<file path="src/rtl/branch_history_predictor_pkg.sv">
// Shared decode constants and mode encodings for the MIPS branch predictor.
// Latency: n/a (constants and a pure combinational helper).
// Backpressure: n/a.
package branch_history_predictor_pkg;

    // Primary opcodes, instruction bits [31:26]
    localparam logic [5:0] OP_REGIMM = 6'b000001;
    localparam logic [5:0] OP_BEQ    = 6'b000100;
    localparam logic [5:0] OP_BNE    = 6'b000101;
    localparam logic [5:0] OP_BLEZ   = 6'b000110;
    localparam logic [5:0] OP_BGTZ   = 6'b000111;

    // REGIMM rt codes, instruction bits [20:16]
    localparam logic [4:0] RT_BLTZ   = 5'b00000;
    localparam logic [4:0] RT_BGEZ   = 5'b00001;
    localparam logic [4:0] RT_BLTZAL = 5'b10000;
    localparam logic [4:0] RT_BGEZAL = 5'b10001;

    // Prediction mode; any value with bit 1 set selects the dynamic table
    localparam logic [1:0] MODE_NT  = 2'b00;
    localparam logic [1:0] MODE_T   = 2'b01;
    localparam logic [1:0] MODE_DYN = 2'b10;

    function automatic logic is_cond_branch(input logic [5:0] op, input logic [4:0] rt);
        logic hit;
        hit = 1'b0;
        case (op)
            OP_BEQ, OP_BNE, OP_BLEZ, OP_BGTZ: hit = 1'b1;
            OP_REGIMM: hit = (rt == RT_BLTZ) || (rt == RT_BGEZ) ||
                             (rt == RT_BLTZAL) || (rt == RT_BGEZAL);
            default: hit = 1'b0;
        endcase
        return hit;
    endfunction

endpackage

</file>
<file path="src/rtl/branch_history_predictor_sat_counter.sv">
// Saturating up/down counter; inc and dec together (or neither) hold the value.
// Latency: count updates on the clock edge; count_next shows the value about to be loaded.
// Backpressure: none.
// Ports: core_clk, arst_n (async active-low), inc, dec, count (registered), count_next (comb).
module sat_counter #(
    parameter int         W    = 2,
    parameter logic [W-1:0] INIT = '0
) (
    input  logic         core_clk,
    input  logic         arst_n,
    input  logic         inc,
    input  logic         dec,
    output logic [W-1:0] count,
    output logic [W-1:0] count_next
);

    localparam logic [W-1:0] MAX_VAL = '1;

    always_comb begin
        count_next = count;
        if (inc && !dec && (count != MAX_VAL)) begin
            count_next = count + W'(1);
        end else if (dec && !inc && (count != '0)) begin
            count_next = count - W'(1);
        end
    end

    always_ff @(posedge core_clk or negedge arst_n) begin
        if (!arst_n) begin
            count <= INIT;
        end else begin
            count <= count_next;
        end
    end

endmodule

</file>
<file path="src/rtl/branch_history_predictor.sv">
// PC-indexed saturating-counter branch predictor with static comparison modes.
// Latency: 1 cycle from Instr_* sample to Taken/Taken_valid.
// Backpressure: Stall holds the prediction outputs; training from execute never stalls.
// Ports: CLK, RESET (async active-low); fetch Instr_valid/Instr_input/Instr_addr_input;
//        Stall, Mode; execute feedback Branch_resolved*/Branch_mispredict;
//        outputs Taken, Taken_valid, Predict_count, Mispredict_count.
module branch_history_predictor
    import branch_history_predictor_pkg::*;
#(
    parameter int ENTRIES  = 64,
    parameter int CTR_BITS = 2,
    parameter int CTR_INIT = 1
) (
    input  logic        CLK,
    input  logic        RESET,
    input  logic        Instr_valid,
    input  logic [31:0] Instr_input,
    input  logic [31:0] Instr_addr_input,
    input  logic        Stall,
    input  logic [1:0]  Mode,
    input  logic        Branch_resolved,
    input  logic [31:0] Branch_resolved_addr,
    input  logic        Branch_resolved_taken,
    input  logic        Branch_mispredict,
    output logic        Taken,
    output logic        Taken_valid,
    output logic [31:0] Predict_count,
    output logic [31:0] Mispredict_count
);

    localparam int IDX_W = $clog2(ENTRIES);

    logic [IDX_W-1:0]    lkp_idx;
    logic [IDX_W-1:0]    upd_idx;
    logic                is_branch;
    logic                sample_branch;
    logic [CTR_BITS-1:0] ctr_q [ENTRIES];
    logic [CTR_BITS-1:0] ctr_d [ENTRIES];
    logic [CTR_BITS-1:0] lookup_ctr;
    logic                next_taken;
    logic [31:0]         pc_next_unused;
    logic [31:0]         mc_next_unused;
    logic                unused_bits;

    // Word-aligned PCs: drop the byte offset before indexing
    assign lkp_idx = Instr_addr_input[IDX_W+1:2];
    assign upd_idx = Branch_resolved_addr[IDX_W+1:2];

    assign is_branch     = is_cond_branch(Instr_input[31:26], Instr_input[20:16]);
    assign sample_branch = !Stall && Instr_valid && is_branch;

    for (genvar i = 0; i < ENTRIES; i++) begin : g_ctr
        logic hit;
        assign hit = Branch_resolved && (upd_idx == IDX_W'(i));
        sat_counter #(
            .W    (CTR_BITS),
            .INIT (CTR_BITS'(CTR_INIT))
        ) u_ctr (
            .core_clk   (CLK),
            .arst_n     (RESET),
            .inc        (hit && Branch_resolved_taken),
            .dec        (hit && !Branch_resolved_taken),
            .count      (ctr_q[i]),
            .count_next (ctr_d[i])
        );
    end

    // Bypass: a lookup that collides with this cycle's training sees the trained value
    always_comb begin
        lookup_ctr = ctr_q[lkp_idx];
        if (Branch_resolved && (upd_idx == lkp_idx)) begin
            lookup_ctr = ctr_d[upd_idx];
        end
    end

    always_comb begin
        next_taken = 1'b0;
        if (Mode[1]) begin
            next_taken = lookup_ctr[CTR_BITS-1];
        end else if (Mode == MODE_T) begin
            next_taken = 1'b1;
        end
    end

    always_ff @(posedge CLK or negedge RESET) begin
        if (!RESET) begin
            Taken       <= 1'b0;
            Taken_valid <= 1'b0;
        end else if (!Stall) begin
            Taken_valid <= sample_branch;
            Taken       <= sample_branch && next_taken;
        end
    end

    sat_counter #(.W(32), .INIT(32'd0)) u_predict_count (
        .core_clk   (CLK),
        .arst_n     (RESET),
        .inc        (sample_branch),
        .dec        (1'b0),
        .count      (Predict_count),
        .count_next (pc_next_unused)
    );

    sat_counter #(.W(32), .INIT(32'd0)) u_mispredict_count (
        .core_clk   (CLK),
        .arst_n     (RESET),
        .inc        (Branch_resolved && Branch_mispredict),
        .dec        (1'b0),
        .count      (Mispredict_count),
        .count_next (mc_next_unused)
    );

    // Fields the predictor never looks at (rs, immediate, upper PC bits)
    assign unused_bits = ^{Instr_input[25:21], Instr_input[15:0],
                           Instr_addr_input[31:IDX_W+2], Instr_addr_input[1:0],
                           Branch_resolved_addr[31:IDX_W+2], Branch_resolved_addr[1:0],
                           pc_next_unused, mc_next_unused};

endmodule

</file>
<file path="config.mk">
export PLATFORM = sky130hd
export DESIGN_NAME = branch_history_predictor
export DESIGN_NICKNAME = d
export VERILOG_FILES = /design/src/rtl/branch_history_predictor_pkg.sv /design/src/rtl/branch_history_predictor_sat_counter.sv /design/src/rtl/branch_history_predictor.sv
export SDC_FILE = /design/constraint.sdc
export NUM_CORES = 1
export LEC_CHECK = 0
export ABC_CLOCK_PERIOD_IN_PS = 3070
export BUFFER_PORTS_ARGS = -buffer_cell sky130_fd_sc_hd__buf_2
export CAP_MARGIN = 10
export CELL_PAD_IN_SITES_DETAIL_PLACEMENT = 1
export CELL_PAD_IN_SITES_GLOBAL_PLACEMENT = 1
export CORE_AREA = 3 3 189 191
export DETAILED_ROUTE_END_ITERATION = 6
export DIE_AREA = 0 0 192 194
export GPL_ROUTABILITY_DRIVEN = 0
export PLACE_DENSITY = 0.74
export SETUP_SLACK_MARGIN = 0.2
export SYNTH_ARGS = -nofsm -noshare
export SYNTH_HDL_FRONTEND = slang
export SYNTH_SLANG_ARGS = --single-unit
export TNS_END_PERCENT = 50
</file>
<file path="constraint.sdc">
create_clock -name CLK -period 3.07 [get_ports CLK]
set_clock_uncertainty 0.05 [all_clocks]
set_input_delay 0.1535 -clock CLK [delete_from_list [all_inputs] [get_ports CLK]]
set_output_delay 0.1535 -clock CLK [all_outputs]
set_load 0.03 [all_outputs]
</file>
### Word level (Yosys, flattened, before mapping)

Cells that the tools add are included.

* register bits after elaboration: 194
* input bits: 105
* output and inout port bits: 66
* logic and storage cells: 1134

* mux-type cells: 138
* bitwise gates (word level): 2
* equal/unequal tests: 139
* reduce and logical (&&, ||, !) cells: 655
* add/sub/neg operators: 130
* order comparisons: 2

Operators by type and width (count)
* $logic_and A1 B1 Y1: 455
* $mux W2: 133
* $eq A6 B6 Y1 const B: 32
* $logic_not A1 Y1: 130
* $add A2 B1 Y2 const B: 64
* $ne A2 B2 Y1 const B: 64
* $reduce_bool A2 Y1: 64
* $sub A2 B1 Y2 const B: 64
* $eq A6 B5 Y1 const B: 16
* $add A32 B1 Y32 const B: 2
* $ne A32 B32 Y1 const B: 2
* $eq A6 B3 Y1 const B: 8
* $eq A6 B4 Y1 const B: 8
* $bmux W2 S6: 2
* $ge A7 B7 Y1 const B: 2
* $not A6 Y7: 2
* $eq A6 B1 Y1 const B: 2
* $eq A6 B2 Y1 const B: 2
* $eq A5 B5 Y1 const B: 2
* $eq A6 B6 Y1: 1
* $logic_not A6 Y1: 1
* $eq A5 B1 Y1 const B: 1
* $logic_not A5 Y1: 1
* $reduce_or A4 Y1: 1
* 4 further kinds: 7

### Longest topological paths before layout

* depth in word-level cells: 14
* gate-level depth with buffers: 12
* mapped depth without buffers: 10

### By module

A second synthesis with hierarchy kept.

* cell total of the unflattened synthesis: 1775
* area total of the unflattened synthesis: 15748.9 µm²

Modules (own cells, without submodules)
* sat_counter (g_ctr[0].u_ctr ...): instances 64, area an instance 148.9 µm², seq. area each 51.3 µm², cells an instance 16
* sat_counter (u_mispredict_count): instances 1, area an instance 2100.8 µm², seq. area each 800.8 µm², cells an instance 234
* branch_history_predictor: instances 1, area an instance 2065.7 µm², seq. area each 50.0 µm², cells an instance 298
* sat_counter (u_predict_count): instances 1, area an instance 2053.2 µm², seq. area each 800.8 µm², cells an instance 219

### Worst setup path after synthesis

No wires, ideal clock.

* kind: register -> register
* start: register g_ctr[12].u_ctr.count[0]
* end: register Taken
* clock period less this slack: 2.893 ns
* library setup time: 0.095 ns
* arrival time: 2.747 ns
* slack: 0.177 ns
* required time: 2.925 ns
* path buffers: 0
* stages on the path, launching flop included: 11
* cells stage by stage: dfstp_2 inv_1 ha_1 inv_1 o311ai_0 a221oi_1 or4_1 or4_1 a221oi_2 a311oi_1 o31ai_1

* cells in the longest elaborated chain, start to end: 10
* elaborated cells on any way between the ends: 14
* classes of those cells: add/sub (2); eq/ne (1); mux (7); reduce/logical (4)

RTL lines
* start: declaration: line branch_history_predictor_sat_counter.sv:13 `output logic [W-1:0] count,`
* start signal: assignment: line branch_history_predictor_sat_counter.sv:32 `count <= count_next;`
* branches (longest 3 deep; another with $sub A2 B1 Y2)
* $mux W2 *: line branch_history_predictor_sat_counter.sv:21 `if (inc && !dec && (count != MAX_VAL)) begin`
* $bmux W2 S6 *: line branch_history_predictor.sv:72 `lookup_ctr = ctr_d[upd_idx];`
* $mux W2 (not written as such) * (2 in a row): line branch_history_predictor.sv:72
* $mux W2 *: line branch_history_predictor.sv:71 `if (Branch_resolved && (upd_idx == lkp_idx)) begin`
* $mux W1 *: line branch_history_predictor.sv:78 `if (Mode[1]) begin`
* $logic_and A1 B1 Y1 *: line branch_history_predictor.sv:91 `Taken <= sample_branch && next_taken;`
* end signal: assignment: line branch_history_predictor.sv:91
* end: declaration: line branch_history_predictor.sv:25 `output logic Taken,`

Every way passes the cells marked *. The select of a mux whose other input is x is not followed.
A chain may end at the register's enable or synchronous reset.

==> flow_metrics.tcl <==
set metrics [dict create \
    drt_pass1_iterations 6 \
    slew_viol_final 0 \
    drv_cap 0 \
    grt_max_degree 87 \
    htree_num_levels 4 \
    drt_iter0_markers 710 \
    p_sw_share_pct 35.26 \
    ios 171 \
    root_buffer "clkbuf_16" \
    startpoint_type "flip-flop" \
    end_kind "flip-flop" \
    synth_cell_type_count 79 \
    dpl_cell_area_um2 15520 \
    yosysWarnings 0 \
    grt_util_all_layers_pct 23.53 \
    finalHoldViolations 0 \
    synth_area_um2 13960 \
    irDropWorstVdd_v 0.0003992 \
    numCtsBuffers 17 \
    initial_utilization_pct 40.71 \
    wl_um 42770 \
    synth_seq_cells 194 \
    die_w_um 192 \
    die_h_um 194 \
    critical_path_class "reg2reg" \
    p_clk_share_pct 28.4 \
    cpMaxStageDelayCell "dfstp_2" \
    clock_insertion_delay_worst_skew_ns 0.46 \
    fmax_ghz 0.3510 \
    antenna_found_initial 1 \
    tritoncts "done" \
    syn_avg_cell_area_um2 9.280 \
    dr_total_vias 12134 \
    clkSinkCount 194 \
    io_buffers 95 \
    drc 0 \
    min_path_type "in2reg" \
    core_um2 34290 \
    worstPathRequired_ns 3.38 \
    layout.nets 1883 \
    setup_violations 0 \
    placedCellCount 2081 \
    min_period_over_period_pct 92.79 \
    yosys.area.top_type_share_pct 23.31 \
    power_density_nw_per_um2 530.6 \
    critPathBufInv 1 \
    wl_per_cell_um 20.22 \
    grt_first_pass_wirelength_um 69880 \
    syn2layout_area_growth_pct 16.11 \
    cpLargestDelayFamily "simple AND/OR/NAND/NOR gates" \
    cp_common_cell "or4_4" \
    post-dp-hpwl_um 32290 \
    vias_per_cell 5.737 \
    syn-num-nets 1739 \
    rsz0062_at_grt "yes" \
    synth_top_area_cell "dfrtp_1" \
    fin_cells 2115 \
    arrival_ns 3.16 \
    p_leak_nw 7.225 \
    status "complete, no violations" \
    drive_gt1_share_pct 20.36 \
    clockBufferDepth 2 \
    internal_power_w 0.005566 \
    path_clk_slew_ns 0.08 \
    finish.instance_area_um2 16210 \
    overflow 0 \
    r2r_setup_slack_ns 0.22 \
    fill_cells 3978 \
    diodes 0 \
    die-area_um2 37250 \
    path_cells "inv_1 > ha_1 > or4_4 > a31oi_4 > nor2_1 > or4_4 > a221oi_2 > a311oi_1 > o31ai_1" \
    seqPwrFrac_pct 41.0 \
    relSlewSlack_pct 41.41 \
    rows 68 \
    async_flop_share_pct 100.0 \
    cp_max_fo 3 \
    ys_top_cells_by_area "dfrtp_1 23%, dfstp_2 12%, ha_1 12%, xnor2_1 7.4%, inv_1 4.1%" \
    synth_edf_count 0 \
    p_sw_w 0.003032 \
    syn-instance-count 1504 \
    synth_seq_area_share_pct 35.36 \
    synth_flop_cell "dfrtp_1" \
    ant_nets 0 \
    tightest_slew_ns 0.8670 \
    grt_pass1_vias 12999 \
    slowest_delay_ns 0.56 \
    comb_power_share_pct 30.6 \
    min_period_ns 2.849 \
]
==> metrics by stage <==
stage	hold slack [ns]	util [%]	setup TNS, ns	power, W	setup slack [ns]
after detailed placement	0.2159	45.25	-0.07300	0.006137	-0.07300
after global placement	0.2200	45.25	0	0.005926	0.03140
final	0.07779	47.26	0	0.008598	0.2213
after CTS	0.06432	47.23	0	0.008655	0.2090
after global routing	0.08267	47.26	0	0.009150	0.06472
after floorplan	-0.1921	-	0	0.005261	0.2333
==> power by group through the flow <==
stage                     clock network [W]  logic [W]  registers [W]
after floorplan                           0    0.00172        0.00354
after detailed placement                  0    0.00257        0.00357
final                               0.00244    0.00263        0.00353
after CTS                           0.00249    0.00264        0.00353
after global routing                0.00259    0.00296        0.00360
after global placement                    0    0.00239        0.00354
==> worst min-delay path: stages <==
cell,delay [ns]
buf_2,0.09
nand3_1,0.23
nand2_1,0.08
==> state kept, by name, indices dropped and copies added, names as in the netlist <==
register                  count
g_ctr.u_ctr.count           128
u_mispredict_count.count     32
u_predict_count.count        32
Taken                         1
Taken_valid                   1
==> timing repair <==
item                                   CTS  global route
gates resized for setup                  7             3
pin swaps                                9             0
setup endpoints to repair                1             1
hold buffers                             2             0
endpoints found under the hold margin   60             0
buffers inserted                         1             0
==> synthesized netlist by cell type (42+ instances only) <==
cell and n:
nor3_1 45, dfrtp_1 130, dfstp_2 64, clkbuf_1 48, nor2_1 116, a21oi_1 52, xnor2_1 118, nand3_1 42
o21ai_0 52, ha_1 130, inv_1 153, nand2_1 104
==> metal layers <==
layer	up-vias	GRT usage, %	part of all wire [%]
met2	266	40.49	50
met3	91	3.706	4.4
li1	5615	-	-
met1	6162	29.96	43
met5	-	0	0
met4	0	8.095	3.2
==> layout by cell type (no fill, tap or decap), types with 13 or more instances in the layout <==
master	instances
buf_4	91
nor3_1	45
a21oi_1	52
mux4_2	22
mux2i_1	25
nor2_1	116
o21ai_0	52
nand3_1	42
dfrtp_1	130
ha_1	128
clkbuf_16	17
nand4b_1	17
a31oi_1	13
nand2_1	104
dfstp_2	64
nand4_1	20
and3_1	15
xor2_1	14
xnor2_1	118
a211oi_1	17
buf_2	93
nor2b_1	25
nand2b_1	25
o31ai_1	18
nor4_1	26
or3_1	21
inv_1	152
==> cells by family after synthesis <==
| family | share of synthesized area (%) |
|---|---|
| AND/OR/NAND/NOR | 19.55 |
| multiplexers | 5.585 |
| adder cells (fa/ha/maj) | 11.65 |
| flip-flops | 35.36 |
| buffers and inverters | 6.221 |
| XOR/XNOR | 8.283 |
| AO/OA/AOI/OAI | 13.35 |
==> final cells by class <==
type                            count  area, µm²  share of cell area (%)
Timing Repair Buffer              193       1303                   8.037
Tap cell                          455      569.3                   3.513
Clock buffer                       18      439.2                   2.710
Sequential cell                   194       4935                   30.45
Multi-Input combinational cell   1088       8210                   50.66
Inverter                          154      578.1                   3.567
Clock inverter                     13      171.4                   1.058
==> worst paths after layout <==
check	from	end	depth (start not counted)
max reg2reg	g_ctr[14].u_ctr.count[0]$_DFF_PN1_	Taken$_DFFE_PN0N_	9
min in group asynchronous	RESET	u_predict_count.count[24]$_DFFE_PN0P_	2
min	Instr_valid	Taken_valid$_DFFE_PN0N_	3
max in group asynchronous	RESET	g_ctr[33].u_ctr.count[0]$_DFF_PN1_	3
min reg2reg	u_mispredict_count.count[17]$_DFFE_PN0P_	u_mispredict_count.count[17]$_DFFE_PN0P_	1
max	g_ctr[14].u_ctr.count[0]$_DFF_PN1_	Taken$_DFFE_PN0N_	9
Power figures use the tool's default switching activity.
